<file path="config.mk">
export PLATFORM = sky130hd
export DESIGN_NAME = iact_fifo
export DESIGN_NICKNAME = d
export VERILOG_FILES = /design/src/rtl/eyeriss_pkg.sv /design/src/rtl/fifo_mem.sv /design/src/rtl/iact_fifo.sv
export SDC_FILE = /design/constraint.sdc
export NUM_CORES = 1
export LEC_CHECK = 0
export ABC_CLOCK_PERIOD_IN_PS = 2900
export CORE_MARGIN = 2
export CORE_UTILIZATION = 30
export DETAILED_ROUTE_END_ITERATION = 7
export SYNTH_ARGS = -nofsm -noshare
export SYNTH_HDL_FRONTEND = slang
export SYNTH_SLANG_ARGS = --single-unit
export TNS_END_PERCENT = 5
</file>
<file path="constraint.sdc">
create_clock -name clk -period 2.9 [get_ports clk]
set_input_delay 0.58 -clock clk [delete_from_list [all_inputs] [get_ports clk]]
set_output_delay 0.58 -clock clk [all_outputs]
set_load 0.02 [all_outputs]
</file>
<file path="src/rtl/eyeriss_pkg.sv">
// Shared constants and types for the Eyeriss-style datapath.
// Supplies the default iact word width and iact FIFO depth.
package eyeriss_pkg;

   localparam int IACT_W          = 16;
   localparam int IACT_FIFO_DEPTH = 16;

   typedef logic [IACT_W-1:0] iact_t;

endpackage

</file>
<file path="src/rtl/fifo_mem.sv">
// DEPTH x DATA_W storage with one synchronous write port and one registered read port.
// Contents are never reset; only the read register is.
module fifo_mem #(
   parameter int DATA_W = 16,
   parameter int DEPTH  = 16,
   parameter int AW     = $clog2(DEPTH)
) (
   input  logic              clk,
   input  logic              rstn,
   input  logic              wr_en,
   input  logic [AW-1:0]     wr_addr,
   input  logic [DATA_W-1:0] wr_data,
   input  logic              rd_en,
   input  logic [AW-1:0]     rd_addr,
   output logic [DATA_W-1:0] rd_data
);

   logic [DATA_W-1:0] mem [DEPTH];

   always_ff @(posedge clk) begin
      if (wr_en) begin
         mem[wr_addr] <= wr_data;
      end
   end

   // Read register holds its value when no read is accepted.
   always_ff @(posedge clk or negedge rstn) begin
      if (!rstn) begin
         rd_data <= '0;
      end else if (rd_en) begin
         rd_data <= mem[rd_addr];
      end
   end

endmodule

</file>
<file path="src/rtl/iact_fifo.sv">
// Synchronous iact FIFO between the iact source and the PE scratchpad read side.
// Define IACT_FIFO_STATUS_EN to add the count/ovf/udf status ports.
module iact_fifo
   import eyeriss_pkg::*;
#(
   parameter int DATA_W = IACT_W,
   parameter int DEPTH  = IACT_FIFO_DEPTH,
   parameter int AW     = $clog2(DEPTH)
) (
   input  logic              clk,
   input  logic              rstn,
   input  logic              wr_en,
   input  logic [DATA_W-1:0] wr_data,
   input  logic              rd_en,
   output logic [DATA_W-1:0] rd_data,
   output logic              rd_valid,
   output logic              full,
`ifdef IACT_FIFO_STATUS_EN
   output logic              empty,
   output logic [AW:0]       count,
   output logic              ovf,
   output logic              udf
`else
   output logic              empty
`endif
);

   logic [AW:0] wr_ptr;
   logic [AW:0] rd_ptr;
   logic        wr_ok;
   logic        rd_ok;

   // Pointers carry one extra wrap bit so full and empty are distinguishable.
   assign empty = (wr_ptr == rd_ptr);
   assign full  = (wr_ptr[AW-1:0] == rd_ptr[AW-1:0]) && (wr_ptr[AW] != rd_ptr[AW]);
   assign wr_ok = wr_en && !full;
   assign rd_ok = rd_en && !empty;

   always_ff @(posedge clk or negedge rstn) begin
      if (!rstn) begin
         wr_ptr   <= '0;
         rd_ptr   <= '0;
         rd_valid <= 1'b0;
      end else begin
         if (wr_ok) begin
            wr_ptr <= wr_ptr + (AW+1)'(1);
         end
         if (rd_ok) begin
            rd_ptr <= rd_ptr + (AW+1)'(1);
         end
         rd_valid <= rd_ok;
      end
   end

   fifo_mem #(
      .DATA_W (DATA_W),
      .DEPTH  (DEPTH),
      .AW     (AW)
   ) u_mem (
      .clk     (clk),
      .rstn    (rstn),
      .wr_en   (wr_ok),
      .wr_addr (wr_ptr[AW-1:0]),
      .wr_data (wr_data),
      .rd_en   (rd_ok),
      .rd_addr (rd_ptr[AW-1:0]),
      .rd_data (rd_data)
   );

`ifdef IACT_FIFO_STATUS_EN
   assign count = wr_ptr - rd_ptr;

   // Sticky error flags, cleared only by reset.
   always_ff @(posedge clk or negedge rstn) begin
      if (!rstn) begin
         ovf <= 1'b0;
         udf <= 1'b0;
      end else begin
         if (wr_en && full) begin
            ovf <= 1'b1;
         end
         if (rd_en && empty) begin
            udf <= 1'b1;
         end
      end
   end
`endif

endmodule

</file>
After elaboration in Yosys (flattened, before gate mapping). Memory sizes are Yosys's and may differ from the RTL's. A register that Yosys moved wholly into a read port is not among the register bits. Cells that the tools add are included. Widths: inputs -> output; s select.

Word-level logic and storage cells: 17. Flip-flop bits (word level): 11. Memories: 1. Bits in writable memories: 256. Output and inout bits: 19. Bits of input ports: 20.

Reduce and logical (&&, ||, !) cells: 6. Add/subtract/negate cells: 2. Mux-type cells: 2. Eq/ne operators: 3.

Memories: u_mem.mem (words 16, bits a word 16, rd ports 1, clocked after memory_dff 1, write ports 1, RTL line fifo_mem.sv:18) `logic [DATA_W-1:0] mem [DEPTH];`.

Operators with widths (count): $add 5x1->5 const B (2); $eq 5x5->1 (1); $eq 4x4->1 (1); $logic_and 1x1->1 (3); $logic_not 1->1 (3); $mux 1 (2); $ne 1x1->1 (1).

Logic depth before layout (Yosys ltp).
Word-level depth: 6. Gate-level depth with buffers: 7. Mapped depth without buffers: 4.

By module. A second synthesis with hierarchy kept.

Cells, all modules: 501. Area total of the unflattened synthesis: 11045.6 um^2.

By module, submodules not included: fifo_mem (seq. area each 8087.8 um^2, instances 1, area an instance 10458.8 um^2, cells an instance 452); iact_fifo (seq. area each 275.3 um^2, instances 1, area an instance 586.8 um^2, cells an instance 49).

Least setup slack after synthesis. No wires, ideal clock.

Path kind: register to register. Start: register wr_ptr[2]. End: memory u_mem.mem[3][0] (enable). Setup time: 0.409 ns. Cell stages (with the launch flop): 6. Arrival time: 2.208 ns. Period minus slack after synthesis: 2.618 ns. Path slack: 0.282 ns. Required time: 2.491 ns. Path through: dfrtp_1 > clkbuf_1 > xnor2_1 > nand4_2 > o211ai_1 > nor3_1.

Longest elaborated chain between the ends: 6.

Ends and longest elaborated chain: start, declared (RTL line iact_fifo.sv:28) `logic [AW:0] wr_ptr;`; start signal, assigned (RTL line iact_fifo.sv:46) `wr_ptr <= wr_ptr + (AW+1)'(1);`; $eq 4x4->1 (RTL line iact_fifo.sv:35) `assign full = (wr_ptr[AW-1:0] == rd_ptr[AW-1:0]) && (wr_ptr[AW] != rd_ptr[AW]);`; $logic_and 1x1->1 (RTL line iact_fifo.sv:35); $logic_not 1->1 (RTL line iact_fifo.sv:36) `assign wr_ok = wr_en && !full;`; $logic_and 1x1->1 (RTL line iact_fifo.sv:36); $mux 1 (RTL line fifo_mem.sv:21) `if (wr_en) begin`; $mux 1 (not written as such) (RTL line fifo_mem.sv:22) `mem[wr_addr] <= wr_data;`; end, declared (RTL line fifo_mem.sv:18).

Several ways; a longest one is shown, not always the timed one.

Worst setup path in the final report.
Start: register rd_ptr[3]. End: output empty.

Longest elaborated chain between the ends: 1.

Ends and longest elaborated chain: start, declared (RTL line iact_fifo.sv:29) `logic [AW:0] rd_ptr;`; start signal, assigned (RTL line iact_fifo.sv:49) `rd_ptr <= rd_ptr + (AW+1)'(1);`; $eq 5x5->1 (RTL line iact_fifo.sv:34) `assign empty = (wr_ptr == rd_ptr);`; end, declared (RTL line iact_fifo.sv:24) `output logic empty`.

Every way passes these cells.

==> impl_summary.txt <==
----------------------------------------------------
[Timing]
  Final setup violation count ... 0
  Setup repair after global routing missed its margin ... false
  Setup TNS Final ... 0 ps
  Worst Clk Skew ... 6.54 ps
  Final period utilization ... 89.7%
  Slew Viols, Final ... 0
  Actual transition at the worst max-transition pin ... 886 ps
  Hold Fails Final Rpt ... 0
  Post-route worst hold slack ... 148 ps
  Shortest clock period the worst path allows after layout ... 2600 ps
  Maximum clock frequency ... 385 MHz
  Headroom to the max-slew limit ... 40.7%

[Placement]
  Final estimated routing congestion in global placement ... 0.727
  Final HPWL DP ... 15400 µm
  Dpl cell area ... 11900 µm²
  Buffers added on ports ... 38

[Yosys]
  Number of distinct library cell variants in the gate-level netlist after synthesis ... 28
  Count of yosys warnings during synthesis ... 0
  Synthesized Nets ... 525
  Fraction of the yosys area taken by sequential cells ... 76.5%
  Flip-flop and latch count after synthesis ... 283
  Synth Instances ... 500
  Mean cell area of the mapped netlist ... 21.9 µm²
  Cell Area, Synth ... 10900 µm²

[Final layout]
  Final core utilization ... 36.1%
  Commonest cells after routing, fill and taps aside ... sky130_fd_sc_hd__edfxtp_1, sky130_fd_sc_hd__mux4_2, sky130_fd_sc_hd__clkdlybuf4s50_1
  Area growth from synthesis to layout ... 18.0%
  Most common library cell in the layout ignoring fill and taps ... sky130_fd_sc_hd__edfxtp_1
  Area of all placed cells without fillers ... 12900 µm²
  Number of nets in the layout ... 589
  Fraction of final layout cells sized beyond drive strength 1 ... 25.7%

[Drt]
  Met3 Wirelength ... 1110 µm
  First-pass DRT Iterations ... 5
  First-iteration detailed-routing DRC count ... 533
  Number of vias in the routed layout ... 5033
  Drt drc ... 0
  Metal2 WL ... 13000 µm
  Post-detailed-route count of antenna-violating nets ... 0
  Via/cell ratio ... 4.82
  Detailed Route WL ... 24900 µm
  Routed wirelength normalized by instance count ... 23.9 µm
  Met1 layer wirelength in the final routing ... 10200 µm
  Uppermost layer routed ... met4

[Clock network]
  CTS Root Buffer Type ... sky130_fd_sc_hd__clkbuf_16
  Level count of the clock H-tree ... 1
  Max Buffers Root-to-Sink ... 3
  CTS clock-pin slew for the worst setup and hold paths ... 60 ps
  CTS tree ... done
  Insertion delay to the later sink of the worst-skew pair ... 530 ps
  Clock Sink Count ... 283
  CTS Hold Buffers Added ... 0
  Inserted Clock Buffers ... 29

[Setup path]
  Worst Setup End Kind ... output port
  Slowest stage cell on the critical path ... sky130_fd_sc_hd__dfrtp_1
  R2R setup slack ... 560 ps
  Crit Path Class ... reg2out
  Maximum fanout encountered on the critical timing path ... 7
  Data arrival, critical path ... 2020 ps
  Data required time of the worst path ... 2320 ps
  Biggest cell delay along the critical path ... 480 ps
  Number of cell instances on the worst register-to-register path ... 5
  Worst path cell trace ... xnor2_1 > nand4_2 > nor2_1 > dlygate4sd2_1
  CP delay by family, top ... flip-flops
  Kind of start point of the critical path ... flop
  End of the worst register-to-register path ... u_mem.rd_data[2]
  Count of buffering cells on the critical path with inverters included ... 1
  R2r startpoint ... rd_ptr[3]

[Global route]
  Vias in the first global route ... 5425
  Pin count of the biggest net entering global routing ... 68
  Antenna violations before repair ... 0
  Aggregate global routing overflow ... 0
  First-pass GRT wire length ... 36500 µm
  All-Layer GR Usage ... 13.3%

[Power]
  P_leak ... 4.23 nW
  Power Density ... 1010 nW/µm²
  VDD IR-drop max ... 0.523 mV

[Worst hold path]
  Hold WC Path Type ... in2async

[Die]
  Full die area ... 38000 µm²
  Initial core utilization ... 30.6%
  Number of primary I/O pins ... 39
  Width of the die ... 195 µm
  Std-Cell Core Area ... 35700 µm²
  Site row count ... 69
  Vertical extent of the die ... 195 µm

[Run status]
  Outcome ... finished clean

[Flow run]
  Maximum Capacitance Violations ... 0

----------------------------------------------------
-- kinds of logic (layout without fill, tap and decap cells) --
| kind of cell | count (synthesis) | count (layout) | synth area share [%] |
|---|---|---|---|
| other | 0 | 1 | 0 |
| XOR/XNOR | 14 | 14 | 1.12 |
| buffers and inverters | 31 | 114 | 1.73 |
| adder cells (fa/ha/maj) | 5 | 5 | 0.572 |
| flip-flops | 283 | 283 | 76.5 |
| multiplexers | 82 | 82 | 15.0 |
| AO/OA/AOI/OAI | 40 | 40 | 2.84 |
| AND/OR/NAND/NOR | 45 | 45 | 2.16 |
-- Yosys cell counts --
library cell | instances | area (µm²)
sky130_fd_sc_hd__nor3_1 | 1 | 5.00
sky130_fd_sc_hd__clkbuf_1 | 13 | 48.8
sky130_fd_sc_hd__nor2b_1 | 6 | 37.5
sky130_fd_sc_hd__mux2_2 | 16 | 180
sky130_fd_sc_hd__xnor2_1 | 13 | 114
sky130_fd_sc_hd__mux4_2 | 64 | 1440
sky130_fd_sc_hd__and3_1 | 15 | 93.8
sky130_fd_sc_hd__buf_1 | 1 | 3.75
sky130_fd_sc_hd__edfxtp_1 | 256 | 7690
sky130_fd_sc_hd__buf_8 | 1 | 15.0
sky130_fd_sc_hd__o2111ai_1 | 1 | 8.76
sky130_fd_sc_hd__xor2_1 | 1 | 8.76
sky130_fd_sc_hd__inv_2 | 1 | 3.75
sky130_fd_sc_hd__o211ai_1 | 5 | 37.5
sky130_fd_sc_hd__buf_12 | 1 | 20.0
sky130_fd_sc_hd__mux2_1 | 2 | 22.5
sky130_fd_sc_hd__buf_6 | 5 | 56.3
sky130_fd_sc_hd__buf_2 | 6 | 30.0
sky130_fd_sc_hd__o21ai_4 | 1 | 16.3
sky130_fd_sc_hd__nand2_1 | 16 | 60.1
sky130_fd_sc_hd__ha_1 | 5 | 62.6
sky130_fd_sc_hd__inv_1 | 3 | 11.3
sky130_fd_sc_hd__nor2_1 | 4 | 15.0
sky130_fd_sc_hd__nand4_2 | 1 | 12.5
sky130_fd_sc_hd__dfrtp_1 | 27 | 676
sky130_fd_sc_hd__o21a_1 | 1 | 7.51
sky130_fd_sc_hd__a22oi_1 | 32 | 240
sky130_fd_sc_hd__and2_1 | 2 | 12.5
-- worst max path at each step --
stage / startpoint / to / slack (ps) / cells past startpoint
final: rd_ptr[3] / empty / 300 / 4
after global routing: rd_ptr[1] / empty / 210 / 4
after CTS: rd_ptr[3] / full / 30 / 4
after detailed placement: wr_en / u_mem.mem[8][4] / 460 / 4
after global placement: wr_en / u_mem.mem[4][8] / 510 / 4
after floorplan: wr_ptr[2] / u_mem.mem[3][0] / 280 / 5
-- state kept, by name, summed over array words and instances (netlist names) --
name / flops
wr_ptr: 5
rd_valid: 1
rd_ptr: 5
u_mem.mem: 256
u_mem.rd_data: 16
-- layer usage --
layer | vias up | track usage [%]
met2 | 130 | 24.1
met1 | 2668 | 16.4
met3 | 37 | 2.12
met4 | 0 | 3.48
met5 | - | 0
li1 | 2198 | -
-- metrics by stage --
stage	instances	total power, mW	setup WS [ps]
after floorplan	500	7.97	282
after global placement	994	9.27	509
after detailed placement	994	9.38	464
after CTS	1044	13.2	34.1
after global routing	1044	13.6	215
final	1045	13.0	299
-- report_power, final --
| part | switching [mW] | total, mW | internal (mW) | leakage [nW] |
|---|---|---|---|---|
| sequential | 0.282 | 5.32 | 5.03 | 2.63 |
| clock | 1.45 | 3.80 | 2.35 | 0.469 |
| combinational | 2.11 | 3.88 | 1.77 | 1.13 |
-- cell type report --
class                           instances  area [µm²]
Sequential cell                       283        8370
Timing Repair Buffer                   60         579
Inverter                                4        15.0
Clock inverter                         16         225
Multi-Input combinational cell        186        2390
Tap cell                              461         577
Clock buffer                           34         744
Antenna cell                            1        2.50
Fill cell                            3278       22800
-- what timing repair did --
item / 4_1_cts / 5_1_grt
resized for setup: 1 / 1
setup buffers: 0 / 0
cloned: 0 / 0
setup endpoints to repair: 1 / 1
No activity file was read; power rests on OpenSTA's default activity.
